===== src/rtl/ds_pkg.sv =====
// Shared constants, FSM state type and command table
// for the DualShock poll sequencer.
package ds_pkg;

  localparam logic [7:0] DS_CMD_START  = 8'h01;
  localparam logic [7:0] DS_CMD_POLL   = 8'h42;
  localparam logic [7:0] DS_ACK_BYTE   = 8'h5A;
  localparam logic [7:0] DS_ID_DIGITAL = 8'h41;
  localparam logic [7:0] DS_ID_ANALOG  = 8'h73;

  typedef enum logic [2:0] {
    IDLE,
    SETUP,
    SHIFT,
    GAP,
    DONE
  } ds_state_t;

  function automatic logic [7:0] ds_cmd(
    input logic [3:0] idx
  );
    case (idx)
      4'd0:    return DS_CMD_START;
      4'd1:    return DS_CMD_POLL;
      default: return 8'h00;
    endcase
  endfunction

endpackage


===== src/rtl/ds_sck_timer.sv =====
// Half-period tick for ps_clk and free-running
// poll-period tick for the DualShock sequencer.
module ds_sck_timer #(
  parameter int HALF   = 50,
  parameter int PERIOD = 420_000
) (
  input  logic clk_p,
  input  logic resetn,
  input  logic clr,
  output logic half_tick,
  output logic poll_tick
);

  localparam int HW = (HALF > 1) ? $clog2(HALF) : 1;
  localparam int PW = (PERIOD > 1) ? $clog2(PERIOD) : 1;

  logic [HW-1:0] half_cnt;
  logic [PW-1:0] poll_cnt;

  assign half_tick = (half_cnt == HW'(HALF - 1));
  assign poll_tick = (poll_cnt == PW'(PERIOD - 1));

  always_ff @(posedge clk_p or negedge resetn) begin
    if (!resetn) begin
      half_cnt <= '0;
      poll_cnt <= '0;
    end else begin
      if (clr || half_tick) half_cnt <= '0;
      else                  half_cnt <= half_cnt + HW'(1);
      if (poll_tick) poll_cnt <= '0;
      else           poll_cnt <= poll_cnt + PW'(1);
    end
  end

endmodule


===== src/rtl/ds_poll_sequencer.sv =====
// DualShock poll sequencer: SEL-framed 0x01/0x42 poll,
// response captured and published atomically at frame end.
module ds_poll_sequencer
  import ds_pkg::*;
#(
  parameter int CLK_HZ       = 25_200_000,
  parameter int SCK_HZ       = 250_000,
  parameter int POLL_HZ      = 60,
  parameter int NBYTES       = 9,
  parameter int SETUP_HALVES = 4,
  parameter int GAP_HALVES   = 2
) (
  input  logic        clk_p,
  input  logic        resetn,
  input  logic        poll_req,
  output logic        ps_clk,
  output logic        ps_sel,
  output logic        ps_mosi,
  input  logic        ps_miso,
  output logic [47:0] joy_rx,
  output logic [7:0]  pad_id,
  output logic        frame_ok,
  output logic        frame_done,
  output logic        busy
);

  localparam int HALF   = CLK_HZ / (2 * SCK_HZ);
  localparam int PERIOD = CLK_HZ / POLL_HZ;

  ds_state_t   state;
  logic        pending;
  logic        take;
  logic        half_tick;
  logic        poll_tick;
  logic        miso_m;
  logic        miso_s;
  logic [4:0]  tick_cnt;
  logic [3:0]  byte_idx;
  logic [2:0]  bit_idx;
  logic [6:0]  shift;
  logic [7:0]  cap [9];
  logic [7:0]  cmd;
  logic [47:0] joy_next;
  logic        ack;

  assign take    = (state == IDLE) && pending;
  assign busy    = (state != IDLE);
  assign bit_idx = tick_cnt[3:1];
  assign cmd     = ds_cmd(byte_idx);
  assign ack     = (cap[2] == DS_ACK_BYTE);

  ds_sck_timer #(
    .HALF   (HALF),
    .PERIOD (PERIOD)
  ) u_timer (
    .clk_p     (clk_p),
    .resetn    (resetn),
    .clr       (take),
    .half_tick (half_tick),
    .poll_tick (poll_tick)
  );

  // Bytes past the end of a short frame read as released buttons
  always_comb begin
    joy_next = '1;
    for (int i = 3; i < 9; i++) begin
      if (i < NBYTES) joy_next[(i-3)*8 +: 8] = cap[i];
    end
  end

  always_ff @(posedge clk_p or negedge resetn) begin
    if (!resetn) begin
      miso_m <= 1'b1;
      miso_s <= 1'b1;
    end else begin
      miso_m <= ps_miso;
      miso_s <= miso_m;
    end
  end

  always_ff @(posedge clk_p or negedge resetn) begin
    if (!resetn) begin
      state      <= IDLE;
      pending    <= 1'b0;
      tick_cnt   <= '0;
      byte_idx   <= '0;
      shift      <= '0;
      cap        <= '{default: 8'h00};
      ps_clk     <= 1'b1;
      ps_sel     <= 1'b1;
      ps_mosi    <= 1'b1;
      joy_rx     <= '1;
      pad_id     <= '0;
      frame_ok   <= 1'b0;
      frame_done <= 1'b0;
    end else begin
      frame_done <= 1'b0;
      pending    <= (pending && !take) || poll_req || poll_tick;
      unique case (state)
        IDLE: begin
          if (pending) begin
            state    <= SETUP;
            ps_sel   <= 1'b0;
            tick_cnt <= '0;
          end
        end
        SETUP: begin
          if (half_tick) begin
            if (tick_cnt == 5'(SETUP_HALVES - 1)) begin
              state    <= SHIFT;
              tick_cnt <= '0;
              byte_idx <= '0;
            end else begin
              tick_cnt <= tick_cnt + 5'd1;
            end
          end
        end
        SHIFT: begin
          if (half_tick) begin
            tick_cnt <= tick_cnt + 5'd1;
            if (!tick_cnt[0]) begin
              ps_clk  <= 1'b0;
              ps_mosi <= cmd[bit_idx];
            end else begin
              ps_clk <= 1'b1;
              if (bit_idx != 3'd7) begin
                shift[bit_idx] <= miso_s;
              end else begin
                cap[byte_idx] <= {miso_s, shift};
                tick_cnt      <= '0;
                if (byte_idx == 4'(NBYTES - 1)) state <= DONE;
                else                            state <= GAP;
              end
            end
          end
        end
        GAP: begin
          ps_clk  <= 1'b1;
          ps_mosi <= 1'b1;
          if (half_tick) begin
            if (tick_cnt == 5'(GAP_HALVES - 1)) begin
              state    <= SHIFT;
              tick_cnt <= '0;
              byte_idx <= byte_idx + 4'd1;
            end else begin
              tick_cnt <= tick_cnt + 5'd1;
            end
          end
        end
        DONE: begin
          state      <= IDLE;
          ps_sel     <= 1'b1;
          ps_mosi    <= 1'b1;
          pad_id     <= cap[1];
          frame_ok   <= ack;
          frame_done <= 1'b1;
          if (ack) joy_rx <= joy_next;
        end
        default: state <= IDLE;
      endcase
    end
  end

endmodule


===== config.mk =====
export PLATFORM = sky130hd
export DESIGN_NAME = ds_poll_sequencer
export DESIGN_NICKNAME = d
export VERILOG_FILES = /design/src/rtl/ds_pkg.sv /design/src/rtl/ds_sck_timer.sv /design/src/rtl/ds_poll_sequencer.sv
export SDC_FILE = /design/constraint.sdc
export NUM_CORES = 1
export LEC_CHECK = 0
export CORE_MARGIN = 5
export CORE_UTILIZATION = 25
export CTS_CLUSTER_DIAMETER = 50
export DETAILED_ROUTE_END_ITERATION = 10
export PLACE_DENSITY = 0.43
export SYNTH_ARGS = -nofsm -noshare
export SYNTH_HDL_FRONTEND = slang
export SYNTH_SLANG_ARGS = --single-unit

===== constraint.sdc =====
create_clock -name clk_p -period 2.6 [get_ports clk_p]
set_input_delay 0.26 -clock clk_p [delete_from_list [all_inputs] [get_ports clk_p]]
set_output_delay 0.26 -clock clk_p [all_outputs]
set_load 0.005 [all_outputs]

==> Flow_metrics.wiki <==
{| class="wikitable"
! Metric !! Value
|-
| Clock latency at the later pin of the worst-skew pair || between 0.4 and 0.5 ns
|-
| Standard cell with the maximum stage delay on the critical path || dfrtp_1
|-
| Initial Utilization || 0.253
|-
| Setup TNS || 0 ns
|-
| Beginning of the worst register-to-register path || state[0]
|-
| Violation count after the first detailed-route iteration || about 220
|-
| Setup crit start kind || flip-flop
|-
| CTS H-tree depth || 4
|-
| Cell chosen for the clock root || clkbuf_16
|-
| Highest cell delay on the worst timing path || approximately 0.52 ns
|-
| Primary flip-flop cell chosen by synthesis mapping || dfrtp_1
|-
| First-pass iteration count of the detailed router || 4
|-
| Most frequent cells in the layout || 119 x dfrtp_1, 113 x mux2_2, 64 x clkdlybuf4s50_1
|-
| Number of diodes || 0
|-
| Area used by sequential logic in the layout || 0.00437 mm2
|-
| Die outline area || 0.0326 mm2
|-
| Post-synthesis cell type count || 50
|-
| Number of design rule violations left after detail routing || 0
|-
| Commonest non-fill, non-tap cell in the layout || dfrtp_1
|-
| Tightest Pin Transition || 0.629 ns
|-
| Post-synthesis cell type with the largest combined area || dfrtp_1
|-
| Start point of the worst hold path || ps_miso
|-
| Timing startpoint of the critical path || state[0]
|-
| Final max-slew violation count || 0
|-
| Relative area change from synthesis to final layout || 23.8%
|-
| Register area share after synthesis || 0.601
|-
| Max Cap Violations || 0
|-
| Post-DRT Antenna Nets || 0
|-
| Deepest clock path buffer count || 2
|-
| Dpl hpwl || approximately 11,000 um
|-
| Data required, critical path || 2.91 ns
|-
| Quantity of gates resized following cts || 0
|-
| Overflow left after global routing || 0
|-
| Number of clock sinks || between 150 and 200
|-
| Cells traversed along the worst timing path || and4bb_1, and3_4, and4_4, and3_1, mux2_2
|-
| Synth Register Bits || about 170
|-
| Relative slew margins || 0.577
|-
| Area used by multi-input combinational logic || ~0.0027 mm2
|-
| TritonCTS buffer count || 17
|-
| Fraction of layout cells with a size suffix above 1 || 0.383
|-
| Pin count of the biggest net entering global routing || 67
|-
| Final worst path period share || 0.881
|-
| Worst clock skew on the final layout || 0.0150 ns
|-
| Wire per inst || 15.3 um
|-
| Top-Level Pins || between 60 and 70
|-
| All-layer global routing usage || 0.0967
|-
| Via count || 4,251
|-
| Cell area after technology mapping || between 0.007 and 0.008 mm2
|-
| Largest cells by area after synthesis || dfrtp_1 41%, dfstp_2 19%, mux2_2 18%, mux2_4 3.3%, nand3_1 1.7%
|-
| Result of the run || complete, no violations
|-
| Fmax || about 440 MHz
|-
| Gpl congestion || 0.729
|-
| Hold violation total from the final report || 0
|-
| Count of input and output buffers || 65
|-
| Synthesized instance count || between 500 and 600
|-
| Number of global-route vias before repair || around 4,600
|-
| Number of warnings printed during yosys synthesis || 0
|-
| Area of the placeable core || approximately 0.029 mm2
|-
| Y dimension of the die || between 150 and 200 um
|-
| Aggregate routed wire length || around 15,000 um
|-
| TritonCTS clock tree || yes
|-
| Number of antenna violations at the first check in global routing || 0
|-
| Classification of the worst-slack hold path || in -> reg
|-
| Async set-or-reset flop fraction in the synthesized netlist || 1.00
|-
| Reported leakage power || 3.97 nW
|-
| Count of endpoints failing setup in the final report || 0
|-
| Post-Syn Nets || around 540
|-
| Worst slack, placed || approximately 0.32 ns
|-
| Worst hold slack across all endpoints || ~0.26 ns
|-
| Worst Path Class, Setup || reg -> reg
|-
| Post-synth EDFFs || 0
|-
| Crit path setup slack, layout || about 0.31 ns
|-
| Vias per Instance || about 4.3
|-
| Type of element capturing the critical path || flip-flop
|-
| Wire length of the first global-routing pass || 25,600 um
|-
| CTS clock-pin slew for the worst setup and hold paths || about 0.080 ns
|-
| Standard-cell row count || 62
|-
| Fin nets || ~610
|-
| Top cell type's share of synthesized area || 0.410
|-
| Final core area utilization || 0.314
|-
| Critical path arrival || ~2.6 ns
|-
| Setup repair after global routing missed its margin || no
|-
| Power density over the cells || ~660 mW/mm2
|-
| Horizontal die dimension || about 180 um
|-
| Filler Cell Count || 2,859
|-
| Largest fanout on the critical path || 14
|-
| Mean instance size in the synthesized netlist || between 10 and 15 um2
|-
| IR Drop Worst-Case VDD || around 0.39 mV
|-
| Final critical path time including I/O delays and setup || roughly 2.3 ns
|}
-- cell type report --
type | count | share of cell area
flip-flops and latches | 172 | 0.486
inverters | 7 | 0.00292
multi-input cells | 324 | 0.305
well taps | 384 | 0.0534
clock inverters | 15 | 0.0203
clock buffers | 17 | 0.0473
repair buffers | 76 | 0.0860
-- through the flow --
stage / cells / total power, mW / cell area, um2
after floorplan: 526 / 3.27 / 7270
after global placement: 962 / 3.46 / 8380
after detailed placement: 962 / 3.48 / 8380
after CTS: 995 / 6.09 / 9000
after global routing: 995 / 6.28 / 9000
final: 995 / 5.98 / 9000
-- logic make-up (layout without fill, tap and decap cells) --
| group | count (synthesis) | in the layout | synth area share |
|---|---|---|---|
| flops | 172 | 172 | 0.601 |
| fa+ha+maj | 9 | 9 | 0.0155 |
| xor+xnor | 19 | 19 | 0.0229 |
| buf+inv | 30 | 115 | 0.0224 |
| mux | 130 | 130 | 0.209 |
| simple gates | 134 | 134 | 0.0986 |
| compound gates | 32 | 32 | 0.0299 |
-- registers in the layout, indices dropped and copies added (netlist names), 3 cells and up --
signal,flops
joy_rx,48
state,3
pad_id,8
byte_idx,4
cap,64
u_timer.half_cnt,6
tick_cnt,5
shift,7
u_timer.poll_cnt,19
-- critical path, delay by kind of cell (launching register included) --
kind / cells / cell delay (ns)
multiplexers: 1 / 0.39
AND/OR/NAND/NOR: 4 / 1.27
flip-flops: 1 / 0.52
-- repair_timing --
action / CTS / global route
hold endpoints to repair: 41 / 0
setup buffers: 0 / 0
setup endpoints to repair: 0 / 0
hold buffers: 1 / 0
-- cells in the mapped netlist (all sizes together), types with 2 or more instances --
master and instances:
and4b 3, mux2 129, and2 3, buf 12
nand2 29, clkbuf 11, inv 7, or2 2
nor2b 4, xor2 8, nor4b 3, a2111oi 2
nor4 5, o31ai 2, nand3b 3, ha 9
o21ai 10, and3 5, a211o 4, dfrtp 119
a21oi 5, nor3 4, xnor2 11, nand4 6
nor2 31, dfstp 53, and4 3, nand3 27
or3 2
-- routing by layer --
layer	up-vias	global-route usage	share of wire	routed length (um)
li1	2022	-	-	-
met1	2155	0.128	0.48	7290
met2	61	0.158	0.47	7240
met3	13	0.0270	0.038	573
met4	0	0.0242	0.011	163
met5	-	0	0	0
-- where the power goes --
part	leakage [nW]	internal, mW	switching [mW]	total, mW
Clock	0.292	1.31	1.24	2.55
Combinational	1.52	0.209	0.292	0.501
Sequential	2.16	2.76	0.159	2.92
Total	3.97	4.28	1.69	5.98
-- path summary, 6_finish.rpt --
check,slack (ns),end,depth (start not counted)
setup / recovery,0.31,cap[27],5
hold / removal,0.26,miso_m,1
setup reg to reg,0.31,cap[27],5
hold reg to reg,0.36,miso_s,0
max in group asynchronous,1.48,ps_mosi,3
min in group asynchronous,0.34,cap[36],2
No activity file was read; power rests on OpenSTA's default activity.
